--- config.mk ---
export PLATFORM = sky130hd
export DESIGN_NAME = ins_mem_loader
export DESIGN_NICKNAME = d
export VERILOG_FILES = /design/src/rtl/ins_mem_loader_pkg.sv /design/src/rtl/ins_mem_loader.sv
export SDC_FILE = /design/constraint.sdc
export NUM_CORES = 1
export LEC_CHECK = 0
export BUFFER_PORTS_ARGS = -buffer_cell sky130_fd_sc_hd__clkbuf_2
export CAP_MARGIN = 20
export CORE_UTILIZATION = 54
export CTS_CLUSTER_DIAMETER = 60
export DETAILED_ROUTE_END_ITERATION = 6
export GPL_TIMING_DRIVEN = 0
export PLACE_DENSITY = 0.87
export SLEW_MARGIN = 20
export SYNTH_ARGS = -nofsm -noshare
export SYNTH_HDL_FRONTEND = slang
export SYNTH_SLANG_ARGS = --single-unit
--- constraint.sdc ---
create_clock -name clk -period 1.8 [get_ports clk]
set_input_delay 0.18 -clock clk [delete_from_list [all_inputs] [get_ports clk]]
set_output_delay 0.18 -clock clk [all_outputs]
set_load 0.01 [all_outputs]
--- src/rtl/ins_mem_loader_pkg.sv ---
// Shared definitions for the instruction memory boot loader.
package ins_mem_loader_pkg;

  typedef enum logic [2:0] {
    S_IDLE,
    S_LOW,
    S_HIGH,
    S_WRITE,
    S_RELEASE,
    S_START,
    S_DONE
  } state_t;

  localparam int unsigned ERR_NIBBLE   = 0;
  localparam int unsigned ERR_OVERFLOW = 1;

  function automatic logic cpu_released(input state_t s);
    return s inside {S_RELEASE, S_START, S_DONE};
  endfunction

endpackage

--- src/rtl/ins_mem_loader.sv ---
// Boot loader: packs byte pairs into instruction words, writes them from address 0,
// then releases the processor reset and pulses start.
module ins_mem_loader
  import ins_mem_loader_pkg::*;
#(
  parameter int unsigned reg_width  = 12,
  parameter int unsigned Im_width   = 8,
  parameter int unsigned WORD_COUNT = 256
) (
  input  logic                clk,
  input  logic                reset,
  input  logic                load_req,
  input  logic [7:0]          in_data,
  input  logic                in_valid,
  input  logic                in_last,
  output logic                in_ready,
  output logic [Im_width-1:0] im_address,
  output logic [reg_width-1:0] im_data,
  output logic                im_wren,
  output logic                cpu_reset,
  output logic                start,
  output logic                busy,
  output logic                done,
  output logic [Im_width:0]   loaded_count,
  output logic [1:0]          err
);

  localparam logic [Im_width-1:0] LAST_ADDR  = Im_width'(WORD_COUNT - 1);
  localparam logic [Im_width:0]   FULL_COUNT = (Im_width + 1)'(WORD_COUNT);
  localparam logic [Im_width-1:0] ADDR_ONE   = {{(Im_width - 1){1'b0}}, 1'b1};

  state_t              state, state_next;
  logic [Im_width-1:0] counter;
  logic [7:0]          word_lo;
  logic                last_q;
  logic                xfer;

  assign in_ready = (state == S_LOW) || (state == S_HIGH);
  assign xfer     = in_valid && in_ready;

  always_ff @(posedge clk or posedge reset) begin
    if (reset) state <= S_IDLE;
    else       state <= state_next;
  end

  always_comb begin
    state_next = state;
    unique case (state)
      S_IDLE, S_DONE: if (load_req) state_next = S_LOW;
      S_LOW:          if (xfer) state_next = S_HIGH;
      S_HIGH:         if (xfer) state_next = S_WRITE;
      S_WRITE:        state_next = (last_q || counter == LAST_ADDR) ? S_RELEASE : S_LOW;
      S_RELEASE:      state_next = S_START;
      S_START:        state_next = S_DONE;
      default:        state_next = S_IDLE;
    endcase
  end

  // Status outputs are registered from the next state so they line up with the state register.
  always_ff @(posedge clk or posedge reset) begin
    if (reset) begin
      counter      <= '0;
      word_lo      <= '0;
      last_q       <= 1'b0;
      err          <= '0;
      loaded_count <= '0;
      im_address   <= '0;
      im_data      <= '0;
      im_wren      <= 1'b0;
      cpu_reset    <= 1'b1;
      start        <= 1'b0;
      busy         <= 1'b0;
      done         <= 1'b0;
    end else begin
      im_wren   <= (state_next == S_WRITE);
      start     <= (state_next == S_START);
      done      <= (state_next == S_DONE);
      busy      <= !(state_next inside {S_IDLE, S_DONE});
      cpu_reset <= !cpu_released(state_next);

      unique case (state)
        S_IDLE, S_DONE: begin
          if (load_req) begin
            counter      <= '0;
            err          <= '0;
            loaded_count <= '0;
          end
        end
        S_LOW: begin
          if (xfer) word_lo <= in_data;
        end
        S_HIGH: begin
          // Word is assembled straight into the write register; only the low nibble is kept.
          if (xfer) begin
            last_q     <= in_last;
            im_address <= counter;
            im_data    <= {in_data[reg_width-9:0], word_lo};
            if (in_data[7:reg_width-8] != '0) err[ERR_NIBBLE] <= 1'b1;
          end
        end
        S_WRITE: begin
          if (last_q) begin
            loaded_count <= {1'b0, counter} + {{Im_width{1'b0}}, 1'b1};
          end else if (counter == LAST_ADDR) begin
            err[ERR_OVERFLOW] <= 1'b1;
            loaded_count      <= FULL_COUNT;
          end else begin
            counter <= counter + ADDR_ONE;
          end
        end
        default: ;
      endcase
    end
  end

endmodule

# Word level (Yosys, flattened, before mapping)

Cells that the tools add are included.

Input port bits: 13
Register bits after elaboration: 56
Word-level logic and storage cells: 73

Mux-type cells: 20
Reduce and logical (&&, ||, !) cells: 19
Equality and inequality tests: 18
$add $sub $neg: 2

Operator list:

| operator                                      | count |
|---|---|
| two-way mux 9 bit                             | 3 |
| two-way mux 8 bit                             | 3 |
| == test 3 bit, second input constant          | 6 |
| one-hot mux 3 bit (6 select lines)            | 1 |
| one-hot mux 9 bit (2 select lines)            | 1 |
| one-hot mux 8 bit (2 select lines)            | 1 |
| two-way mux 3 bit                             | 4 |
| AND reduction 4 bit                           | 3 |
| inequality test 2 bit, second input constant  | 5 |
| adder 8 x 1 -> 9 bit, second input constant   | 1 |
| == test 3 x 2 -> 1 bit, second input constant | 3 |
| adder 8 x 1 -> 8 bit, second input constant   | 1 |
| == test 8 bit, second input constant          | 1 |
| logical NOT 3 bit                             | 2 |
| nonzero test 2 bit                            | 3 |
| two-way mux 1 bit                             | 4 |
| one-hot mux 1 bit (2 select lines)            | 2 |
| AND reduction 2 bit                           | 2 |
| nonzero test 4 bit                            | 1 |
| == test 3 x 1 -> 1 bit, second input constant | 1 |
| inequality test 3 bit, second input constant  | 1 |
| AND reduction 3 bit                           | 1 |
| nonzero test 3 bit                            | 1 |
| logical NOT 1 bit                             | 2 |
| other kinds (5)                               | 6 |

# Logic depth before layout (Yosys ltp)

Depth after elaboration: 8
Depth in mapped cells: 6
Gate-level depth less buffers: 5

# Least setup slack after synthesis

Ideal clock, no wire load.

Path kind: reg-to-reg
Start point: reg counter[0]
End point: reg busy
Cell stages (with the launch flop): 7
Buffers on the path: 1
Clock period less this slack: 1.677 ns
Arrival: 1.546 ns
Path slack: 0.123 ns
Required time: 1.669 ns
Setup time: 0.131 ns
Path through: dfrtp_1 > ha_1 > buf_2 > nand3_1 > o21ba_2 > nor4_2 > o21ai_2

Word-level cells in the longest chain between the ends: 7
Elaborated cells between the ends (all ways): 8
Those cells by class: eq/ne: 2; mux: 2; reduce/logical: 4

RTL lines:

| what                                                      | RTL line              | source |
|---|---|---|
| from (decl)                                               | ins_mem_loader.sv:33  | `logic [Im_width-1:0] counter;` |
| from (signal assigned)                                    | ins_mem_loader.sv:108 | `counter <= counter + ADDR_ONE;` |
| == test 8 bit *                                           | ins_mem_loader.sv:52  | `S_WRITE: state_next = (last_q \|\| counter == LAST_ADDR) ? S_RELEASE : S_LOW;` |
| logical OR 1 bit *                                        | ins_mem_loader.sv:52  |  |
| two-way mux 3 bit *                                       | ins_mem_loader.sv:52  |  |
| one-hot mux 3 bit (6 select lines) *                      | ins_mem_loader.sv:48  | `unique case (state)` |
| == test 3 bit / logical NOT 3 bit (equally long branches) | ins_mem_loader.sv:78  | `busy <= !(state_next inside {S_IDLE, S_DONE});` |
| nonzero test 2 bit *                                      | ins_mem_loader.sv:78  |  |
| logical NOT 1 bit *                                       | ins_mem_loader.sv:78  |  |
| to (signal assigned)                                      | ins_mem_loader.sv:78  |  |
| to (decl)                                                 | ins_mem_loader.sv:22  | `output logic busy,` |

Every way passes the cells marked *; elsewhere a longest branch is shown, timed or not.
A chain may end at the register's enable or synchronous reset.

# Final worst setup path

Start point: reg state[2]
End point: reg im_data[11]

Word-level cells in the longest chain between the ends: 4
Elaborated cells between the ends (all ways): 5
Those cells by class: eq/ne: 2; reduce/logical: 3

RTL lines:

| what                                                                    | RTL line                                   | source |
|---|---|---|
| from (decl)                                                             | ins_mem_loader.sv:32                       | `state_t state, state_next;` |
| from (signal assigned)                                                  | ins_mem_loader.sv:43                       | `else state <= state_next;` |
| == test 3 x 1 -> 1 bit / == test 3 x 2 -> 1 bit (equally long branches) | ins_mem_loader.sv:38, ins_mem_loader.sv:81 |  |
| logical OR 1 bit                                                        | ins_mem_loader.sv:38                       | `assign in_ready = (state == S_LOW) \|\| (state == S_HIGH);` |
| logical AND 1 bit                                                       | ins_mem_loader.sv:39                       | `assign xfer = in_valid && in_ready;` |
| AND reduction 2 bit (no source line) *                                  | n/a                                        |  |
| to (signal assigned)                                                    | ins_mem_loader.sv:97                       | `im_data <= {in_data[reg_width-9:0], word_lo};` |
| to (decl)                                                               | ins_mem_loader.sv:18                       | `output logic [reg_width-1:0] im_data,` |

Marked as above.

==> reports/qor.yml <==
placed_design:
  place_ws_ps: -156
  post-dp-hpwl_um: 3380
  gp_congestion: 0.893
  dp.cells: 288
  numPortBuffers: 49
worst_setup_path:
  cp.required_ps: 1990
  crit_chain: "nand2b_1, nor3b_4, buf_4, mux2_2"
  critPathTopFamily: "simple AND/OR/NAND/NOR gates"
  critPathMaxStageDelay_ps: 410
  cp.arrival_ps: 1910
  worstSetupEndpointType: "register"
  cp-start-kind: "register"
  crit_path_top_delay_cell: "dfrtp_1"
  critPathMaxFanout: 10
  crit_buf_inv: 1
  crit_type: "reg -> reg"
die:
  die_w_um: 70.2
  fp.dieH_um: 70.2
  ios: 50
  start_util_pct: 56.9
  fp-row-count: 24
  die_area_um2: 4920
  coreArea_um2: 4410
clocking:
  clock_sinks: 56
  numCtsBuffers: 5
  cts_tree: "built"
  insertion_delay_ps: 300
  clock_path_buffers: 2
  clk_pin_slew_worst_paths_ps: 100
  cts_root_buffer: "clkbuf_8"
  htreeDepth: 2
sta:
  worst_slew_pin_slew_ps: 497
  setup_violations: 0
  setup_slack_ps: 88.2
  max_slew_margin_pct: 66.8
  max_clock_freq_mhz: 584
  fin_crit_sh_pct: 95.1
  period_minus_slack_ps: 1710
  fin_skew_ps: 8.19
  rsz0062_at_grt: "false"
  setup_tns_ps: 0
  slew_violations: 0
  hold_violations: 0
synth:
  synthesis.nets: 200
  synth-edff-count: 0
  netlist_instances: 186
  yosys_most_used_dff: "dfrtp_1"
  synth.area.top_cells: "dfrtp_1 55%, mux2_2 13%, o2bb2ai_1 2.1%"
  synth.largest_area_cell: "dfrtp_1"
  synth.top_cell.area_share_pct: 54.8
  async_reset_ff_share_pct: 100
  ys_seq_elements: 56
  synth_common_cells: "55 x dfrtp_1, 29 x mux2_2, 8 x nand3_1, 7 x nor2_1"
  syn_avg_cell_area_um2: 13.5
  seq_area_frac_synth_pct: 55.9
  yosys.cell_types.count: 58
  synth_area_um2: 2510
  synth_most_common_cell: "dfrtp_1"
  ys_warn_count: 0
status:
  run_status: "completed"
routing:
  viasPerCell: 5.70
  drc: 0
  vias: 1705
  wl_per_cell_um: 15.5
  firstDrtPassIters: 4
  drtIter0Drc: 110
  ant_nets: 0
  wirelength_um: 4630
layout:
  final_nets: 260
  fill_cells: 331
  multiInputGateArea_um2: 1050
  final_core_util_pct: 68.0
  n_antenna_cell: 0
  drive_gt1_share_pct: 48.2
  area_growth_pct: 19.5
  layout.cells.non_filler: 299
  final-seq-area_um2: 1410
grt:
  grt_overflow: 0
  grt_max_degree: 35
  first_global_vias: 1679
  grtUsageTotal_pct: 20.4
  grt_first_pass_wirelength_um: 7960
  antenna_found_initial: 0
hold_path:
  hold_path_class: "in -> reg"
run:
  drv_cap: 0
pwr:
  ir_drop_v: 0.000795
  power_frac_seq_pct: 42.0
  leakagePower_nw: 1.47
  power_frac_clock_pct: 17.3
  intPower_w: 0.00306
  switchingPower_w: 0.00164
  combPwrFrac_pct: 40.7
  switching_share_pct: 34.9
  power_density_nw_per_um2: 1570
-- sequential cells by signal, summed over array words and instances, names as in the netlist --
| signal | flops |
|---|---|
| im_wren | 1 |
| last_q | 1 |
| busy | 1 |
| err | 2 |
| done | 1 |
| loaded_count | 9 |
| cpu_reset | 1 |
| im_data | 12 |
| start | 1 |
| state | 3 |
| counter | 8 |
| word_lo | 8 |
| im_address | 8 |
-- through the flow --
| step | hold WS [ps] | cell area (um^2) | power (W) |
|---|---|---|---|
| after detailed placement | 217 | 2840 | 0.00386 |
| after floorplan | 297 | 2510 | 0.00329 |
| final | 87.7 | 3000 | 0.00470 |
| after global routing | 83.4 | 3000 | 0.00502 |
| after global placement | 398 | 2820 | 0.00379 |
| after CTS | 79.6 | 2990 | 0.00474 |
-- per-layer routing --
| layer | GRT usage [%] | up-vias | wire, um |
|---|---|---|---|
| li1 | - | 797 | - |
| met1 | 29.4 | 855 | 2150 |
| met2 | 31.3 | 46 | 2220 |
| met3 | 4.76 | 7 | 200 |
| met4 | 5.33 | 0 | 59 |
| met5 | 0 | - | 0 |
-- layout by cell type (no fill, tap or decap), types with 2 or more instances in the layout --
master / count
xnor2_1: 3
nand3_1: 7
buf_4: 5
buf_2: 3
clkbuf_1: 2
dfrtp_1: 52
dfrtp_2: 3
clkbuf_2: 51
o22ai_1: 2
xor2_1: 4
o2bb2ai_1: 6
a21oi_1: 4
a21o_1: 2
o21ai_0: 3
nand2b_1: 2
nand2_1: 6
a31oi_1: 2
and3b_1: 2
mux2_2: 29
a32o_1: 2
inv_1: 2
clkbuf_8: 5
nor2_1: 7
-- kinds of logic after synthesis --
group / Yosys count / share of synthesized area (%)
AOI/OAI and AO/OA: 35 / 11.2
and+or+nand+nor: 43 / 13.2
adders and majority gates: 1 / 0.498
DFF: 56 / 55.9
xor gates and xnor gates: 7 / 2.44
buffers and inverters: 13 / 2.94
muxes: 31 / 13.9
-- path summary, 6_finish.rpt --
path,from,endpoint,slack (ps),cells past startpoint
max,state[2]$_DFF_PP0_,im_data[11]$_DFFE_PP0P_,90,4
min,in_last,last_q$_DFFE_PP0P_,90,2
max reg2reg,state[2]$_DFF_PP0_,im_data[11]$_DFFE_PP0P_,90,4
min reg2reg,loaded_count[7]$_DFFE_PP0P_,loaded_count[7]$_DFFE_PP0P_,500,1
max in group asynchronous,reset,counter[1]$_DFFE_PP0P_,800,4
min in group asynchronous,reset,im_data[6]$_DFFE_PP0P_,440,3
-- final cells by class --
type                       count  share of cell area [%]
sequential                    56                    46.9
multi-input combinational    117                    35.1
timing repair buffer          53                    9.67
clock buffer                   6                    2.42
tap                           52                    2.17
buffer                        10                    2.09
clock inverter                 2                    1.29
inverter                       3                   0.375
-- worst register-to-register path: cells and delay by family (launching register included) --
kind	cells	cell delay [ps]
DFF	1	410
muxes	1	350
buffers and inverters	1	260
and+or+nand+nor	2	570
-- what timing repair did --
| action | 4_1_cts | 5_1_grt |
|---|---|---|
| hold buffers | 1 | 0 |
| setup buffers | 1 | 1 |
| hold endpoints to repair | 21 | 0 |
| pin swaps | 0 | 0 |
| endpoints found under the setup margin | 7 | 20 |
| resized for setup | 4 | 2 |
-- power by group through the flow --
stage / Clock, W / Combinational [W] / Sequential [W]
after floorplan: 0 / 0.00123 / 0.00207
after global placement: 0 / 0.00180 / 0.00198
after detailed placement: 0 / 0.00185 / 0.00201
after CTS: 0.000848 / 0.00192 / 0.00198
after global routing: 0.000893 / 0.00210 / 0.00203
final: 0.000812 / 0.00191 / 0.00197
Note: power is estimated with default switching activity, not from simulation.
